===== config.mk =====
export PLATFORM = sky130hd
export DESIGN_NAME = axis_demux_1_2
export DESIGN_NICKNAME = d
export VERILOG_FILES = /design/src/rtl/axis_demux_1_2.sv
export SDC_FILE = /design/constraint.sdc
export NUM_CORES = 1
export LEC_CHECK = 0
export BUFFER_PORTS_ARGS = -buffer_cell sky130_fd_sc_hd__buf_2
export CORE_AREA = 2 2 52 54
export CTS_CLUSTER_SIZE = 12
export DETAILED_ROUTE_END_ITERATION = 8
export DIE_AREA = 0 0 54 56
export PLACE_DENSITY = 0.77
export SETUP_SLACK_MARGIN = 0.1
export SLEW_MARGIN = 0
export SYNTH_ARGS = -nofsm -noshare
export SYNTH_HDL_FRONTEND = slang
export SYNTH_SLANG_ARGS = --single-unit

===== constraint.sdc =====
create_clock -name clk -period 2.43 [get_ports clk]
set_input_delay 0.486 -clock clk [delete_from_list [all_inputs] [get_ports clk]]
set_output_delay 0.486 -clock clk [all_outputs]
set_load 0.005 [all_outputs]

===== src/rtl/axis_demux_1_2.sv =====
// axis_demux_1_2 : AXI-Stream 1:2 frame demultiplexer.
// Each frame (delimited by Tlast) is steered to lane 0 or lane 1. The lane
// is chosen by sel on the frame's first accepted beat. A one-entry output
// register decouples the handshake. A per-lane counter records the frames
// completed on that lane.
// Build option: define AXIS_DEMUX_CNT_SAT_EN to make the frame counters
// saturate at 2^CNT_W-1. When it is undefined they wrap modulo 2^CNT_W.
module axis_demux_1_2 #(
  parameter int DATA_W = 8,
  parameter int CNT_W  = 5
) (
  input  logic              clk,
  input  logic              reset,
  input  logic              sel,
  input  logic [DATA_W-1:0] s_Tdata,
  input  logic              s_Tvalid,
  input  logic              s_Tlast,
  output logic              s_Tready,
  output logic [DATA_W-1:0] m0_Tdata,
  output logic              m0_Tvalid,
  output logic              m0_Tlast,
  input  logic              m0_Tready,
  output logic [DATA_W-1:0] m1_Tdata,
  output logic              m1_Tvalid,
  output logic              m1_Tlast,
  input  logic              m1_Tready,
  output logic [CNT_W-1:0]  frame_cnt0,
  output logic [CNT_W-1:0]  frame_cnt1,
  output logic              busy
);

  typedef enum logic {
    IDLE  = 1'b0,
    ROUTE = 1'b1
  } state_t;

  state_t            state_q, state_d;
  logic              route_q, route_d;
  logic [DATA_W-1:0] data_q, data_d;
  logic              last_q, last_d;
  logic              dest_q, dest_d;
  logic              valid_q, valid_d;
  logic [CNT_W-1:0]  cnt0_q, cnt0_d;
  logic [CNT_W-1:0]  cnt1_q, cnt1_d;

  logic dest_ready;
  logic accept;
  logic deliver;
  logic beat_dest;

  // Next counter value. It either wraps or sticks at all-ones, depending on the build.
  function automatic logic [CNT_W-1:0] cnt_next(input logic [CNT_W-1:0] c);
`ifdef AXIS_DEMUX_CNT_SAT_EN
    return (&c) ? c : c + CNT_W'(1);
`else
    return c + CNT_W'(1);
`endif
  endfunction

  // The slave may push whenever the register is empty or its beat leaves this cycle.
  assign dest_ready = dest_q ? m1_Tready : m0_Tready;
  assign s_Tready   = !valid_q || dest_ready;
  assign accept     = s_Tvalid && s_Tready;
  assign deliver    = valid_q && dest_ready;
  // A frame's first beat follows sel live. Later beats follow the latched route.
  assign beat_dest  = (state_q == IDLE) ? sel : route_q;

  // FSM state register.
  always_ff @(posedge clk) begin
    // NOTE: all sequential state uses non-blocking assignment, so every
    // flop samples the pre-edge values regardless of statement order.
    if (reset) begin
      state_q <= IDLE;
      route_q <= 1'b0;
    end else begin
      state_q <= state_d;
      route_q <= route_d;
    end
  end

  // FSM next state: open a frame on a non-last first beat, close it on Tlast.
  always_comb begin
    // NOTE: defaults first so that no path leaves a signal unassigned;
    // otherwise a latch would be inferred.
    state_d = state_q;
    route_d = route_q;
    unique case (state_q)
      IDLE: begin
        if (accept) begin
          route_d = sel;
          if (!s_Tlast) state_d = ROUTE;
        end
      end
      ROUTE: begin
        if (accept && s_Tlast) state_d = IDLE;
      end
      default: state_d = IDLE;
    endcase
  end

  // FSM outputs: busy marks an open multi-beat frame.
  always_comb begin
    busy = (state_q == ROUTE);
  end

  // Output register and frame counters.
  always_ff @(posedge clk) begin
    // NOTE: the data/last fields are reset as well as valid. The lanes must
    // read zero after reset, so these cannot be left as don't-care flops.
    if (reset) begin
      data_q  <= '0;
      last_q  <= 1'b0;
      dest_q  <= 1'b0;
      valid_q <= 1'b0;
      cnt0_q  <= '0;
      cnt1_q  <= '0;
    end else begin
      data_q  <= data_d;
      last_q  <= last_d;
      dest_q  <= dest_d;
      valid_q <= valid_d;
      cnt0_q  <= cnt0_d;
      cnt1_q  <= cnt1_d;
    end
  end

  // Register load/drain. An accept overrides a drain in the same cycle.
  // Counters step when a Tlast beat leaves.
  always_comb begin
    data_d  = data_q;
    last_d  = last_q;
    dest_d  = dest_q;
    valid_d = valid_q;
    cnt0_d  = cnt0_q;
    cnt1_d  = cnt1_q;
    if (accept) begin
      data_d  = s_Tdata;
      last_d  = s_Tlast;
      dest_d  = beat_dest;
      valid_d = 1'b1;
    end else if (deliver) begin
      valid_d = 1'b0;
    end
    if (deliver && last_q) begin
      if (dest_q) cnt1_d = cnt_next(cnt1_q);
      else        cnt0_d = cnt_next(cnt0_q);
    end
  end

  // Both lanes see the held beat. Only the destination lane asserts valid.
  assign m0_Tdata   = data_q;
  assign m1_Tdata   = data_q;
  assign m0_Tlast   = last_q;
  assign m1_Tlast   = last_q;
  assign m0_Tvalid  = valid_q && !dest_q;
  assign m1_Tvalid  = valid_q && dest_q;
  assign frame_cnt0 = cnt0_q;
  assign frame_cnt1 = cnt1_q;

endmodule


* Yosys cells after proc, flatten, opt, wreduce, memory -nomap -nowiden
Index checks and enable logic that the tools add are counted.
** Cells by class
- $add $sub $neg :: 2
- Muxes and demuxes :: 8
- Bitwise operators :: 2
- Reductions and logical operators :: 13
** Operators by type and width (number)
- $add A5 B1 Y5 const B :: 2
- $mux W1 :: 7
- $logic_and A1 B1 Y1 :: 6
- $reduce_and A2 Y1 :: 3
- $logic_not A1 Y1 :: 2
- $not A1 Y1 :: 2
- $pmux W1 S2 :: 1
- $reduce_bool A2 Y1 :: 1
- $logic_or A1 B1 Y1 :: 1
** Storage, ports and cells
- Bits in registers :: 23
- Bits of input ports :: 15
- Output and inout port bits :: 32
- Word-level logic and storage cells :: 33

* Longest topological paths before layout
- Depth after elaboration :: 6
- Gate-level depth with buffers :: 4
- Gate-level depth less buffers :: 4

* Worst setup path before layout
No wires, ideal clock.
- Kind :: register -> register
- Start point :: register dest_q
- End point :: register with a tool-made name
- Setup time :: 0.121 ns
- Arrival time :: 1.304 ns
- Required time :: 2.309 ns
- Slack :: 1.005 ns
- Cell stages (with the launch flop) :: 5
- Path buffers :: 1
- Clock period less this slack :: 1.425 ns
- Cell sequence :: dfxtp_1 -> mux2i_1 -> a21boi_2 -> buf_6 -> mux2_4
** RTL lines
- start, declared :: line 41 : logic dest_q, dest_d;
- start signal, assigned :: line 120 : dest_q <= dest_d;

* Worst setup path after layout
- Start point :: register dest_q
- End point :: output port s_Tready
** On the way
- Longest elaborated chain between the ends :: 2
** RTL lines
- $mux W1 :: line 61 : assign dest_ready = dest_q ? m1_Tready : m0_Tready;
- $logic_or A1 B1 Y1 :: line 62 : assign s_Tready = !valid_q || dest_ready;
- end, declared :: line 18 : output logic s_Tready,
Every way passes these cells.

==> flow_summary_export.csv <==
group,metric,value,unit
finish,seq_area,460,µm²
clock_network,ctsResizeCount,0,
synthesis,synth.area.top_cells,"dfxtp_1 (40%), mux2i_1 (12%), nand2b_1 (11%)",
clock_network,cts_max_level,1,
setup_path,reg2reg_to,"m0_Tdata[2]",
setup_path,crit_end,"s_Tready",
worst_hold_path,hold_class,"primary input to flip-flop",
sta,tns,0,ns
placed_design,port_buffers,46,
sta,setup_viol,0,
synthesis,synth_area,1160,µm²
setup_path,worstSetupStartpointType,"flip-flop",
grt,busiest_layer,"met2",
floorplan,die_area,3020,µm²
setup_path,r2r_cells,4,
synthesis,synth-seq-cells,23,
route,drt-initial-drc-count,5,
clock_network,clk_pin_slew_worst_paths,0.13,ns
finish,final_core_util,56.0,%
setup_path,crit_start,"dest_q",
route,wl,2060,µm
clock_network,cts_buffer_depth,2,
sta,worst_slack,0.528,ns
grt,met1_usage,16.7,%
sta,tightest_slew,0.477,ns
synthesis,syn_nets,137,
grt,gr-total-overflow,0,
floorplan,pin_count,47,
grt,antenna_found_initial,0,
setup_path,r2r_start,"dest_q",
clock_network,cts.sinks,23,
synthesis,avgSynthCellArea,9.64,µm²
placed_design,place_congestion,0.629,
grt,grtUsageTotal,14.2,%
synthesis,synthCells,120,
floorplan,die_h,56,µm
clock_network,ctsRootBufferMaster,"clkbuf_4",
finish,design_area,1360,µm²
floorplan,fp.dieW,54,µm
pwr,leakagePower,0.668,nW
finish,num_antenna_cells,0,
synthesis,synth_top_area_cell,"dfxtp_1",
sta,fin_skew,0.00464,ns
route,ant_nets,0,
grt,grtUsageMet2,24.0,%
finish,nNetsFinal,175,
worst_hold_path,min_from,"s_Tdata[1]",
finish,multi_input_area,588,µm²
setup_path,reg2reg_setup_slack,0.84,ns
pwr,irDropWorstVdd,0.273,mV
clock_network,cts_buffers,3,
route,firstDrtPassIters,4,
outcome,status,"completed",
route,via_count,927,
setup_path,worstSetupPathType,"flip-flop to output port",
sta,relSlewSlack,68.2,%
floorplan,rows,18,
clock_network,clock_latency,0.30,ns
placed_design,pre_cts_ws,0.739,ns
synthesis,yosys_most_used_dff,"dfxtp_1",
pwr,power_density,496,nW/µm²
synthesis,yosys_warnings,0,
synthesis,yosysSeqAreaShare,39.8,%
synthesis,synth_edf_count,0,
sta,max_freq,526,MHz
synthesis,synth.distinct_cells,25,
finish,drive_above_1_share,35.7,%
floorplan,coreArea,2430,µm²
grt,grt_pass1_vias,827,
synthesis,netlist.area_leader.share,39.8,%
sta,hold_viol,0,
synthesis,async_flop_share,0,%
finish,syn2layout_area_growth,17.7,%
route,route.detailed.drc,0,
route,wire_per_inst,11.0,µm
setup_path,critical_path_required,1.94,ns
placed_design,hpwl,1590,µm
clock_network,cts_tree,"done",
clock_network,cts_setup_buffers,0,
placed_design,placed_area,1340,µm²
sta,finalMaxSlewViolations,0,
setup_path,end_kind,"output port",
clock_network,cts_hold_buf,0,
grt,met3_usage,4.03,%
sta,post-route-period-util,78.3,%
grt,grt_pass1_wl,3310,µm
sta,grt_setup_unrepaired,"no",
job,drv_cap,0,
route,vias_per_cell,4.96,
floorplan,initial_core_util,47.6,%
finish,fill_cells,229,
grt,grt_max_degree,36,
sta,post-route-min-period,1.90,ns
setup_path,cp_max_fo,6,
setup_path,arrival,1.42,ns
==> where the power goes <==
group / internal, mW / switching [mW] / total, mW
logic: 0.0527 / 0.0410 / 0.0937
registers: 0.392 / 0.0171 / 0.410
clock network: 0.0613 / 0.111 / 0.172
==> metal layers <==
layer / part of all wire, % / up-vias / wire length [µm]
li1: - / 470 / -
met1: 45 / 415 / 921
met2: 45 / 40 / 935
met3: 9.4 / 2 / 193
met4: 0.34 / 0 / 7
met5: 0 / - / 0
==> logic make-up (layout without fill, tap and decap cells) <==
group,count (synthesis),in the layout,synth area share [%]
adders and majority gates,2,2,2.16
and+or+nand+nor,45,45,25.1
buffers and inverters,17,54,9.41
muxes,16,16,14.4
DFF,23,23,39.8
AOI/OAI and AO/OA,15,15,7.68
xor gates and xnor gates,2,2,1.51
==> synth_stat cells, types with 3 or more instances <==
cell type  count
a21oi_1        8
o31ai_1        3
or3_1          3
clkbuf_1       3
inv_1          3
o21ai_0        3
or4_1          3
mux2i_1       14
nand2b_1      21
nor2_1         7
buf_4         10
dfxtp_1       23
nand2_1        4
==> how the worst min path moves through the flow <==
stage	endpoint	slack (ns)	cells past startpoint
2_1_floorplan	route_q	0.45	2
3_5_place_dp	route_q	0.46	2
6_report	m0_Tdata[1]	0.42	3
3_3_place_gp	frame_cnt1[4]	0.46	2
5_1_grt	m0_Tdata[6]	0.40	3
4_1_cts	m0_Tdata[1]	0.42	3
==> area by class of cell <==
type | count | area share (%)
Clock buffer | 3 | 1.65
Clock inverter | 1 | 0.367
Inverter | 3 | 0.826
Multi-Input combinational cell | 80 | 43.2
Sequential cell | 23 | 33.8
Tap cell | 30 | 2.75
Timing Repair Buffer | 47 | 17.4
==> registers in the layout (all words and copies together), names as in the netlist, named ones only <==
name and cells:
dest_q 1, valid_q 1, frame_cnt1 5, route_q 1, frame_cnt0 5, m0_Tdata 8, m0_Tlast 1
==> worst max-delay path, stage by stage, from the launching register on <==
cell and delay, ns:
dfxtp_1 0.49, mux2i_1 0.40, nand2_1 0.08, buf_2 0.14
==> layout by cell type (no fill, tap or decap), types with 2 or more instances in the layout <==
cell type	n
nand2_1	4
inv_1	3
a21oi_1	8
mux2i_1	14
clkbuf_4	3
nor2_1	7
or4_1	3
buf_2	46
o21ai_0	3
dfxtp_1	23
ha_1	2
or3_1	3
xor2_1	2
nand2b_1	21
nor2b_1	2
o31ai_1	3
==> through the flow <==
stage | total power [mW] | hold WS, ns | instances
after global placement | 0.509 | 0.456 | 183
after floorplan | 0.484 | 0.449 | 120
after global routing | 0.713 | 0.401 | 187
final | 0.676 | 0.420 | 187
after detailed placement | 0.513 | 0.465 | 183
after CTS | 0.683 | 0.416 | 187
Power figures use the tool's default switching activity.
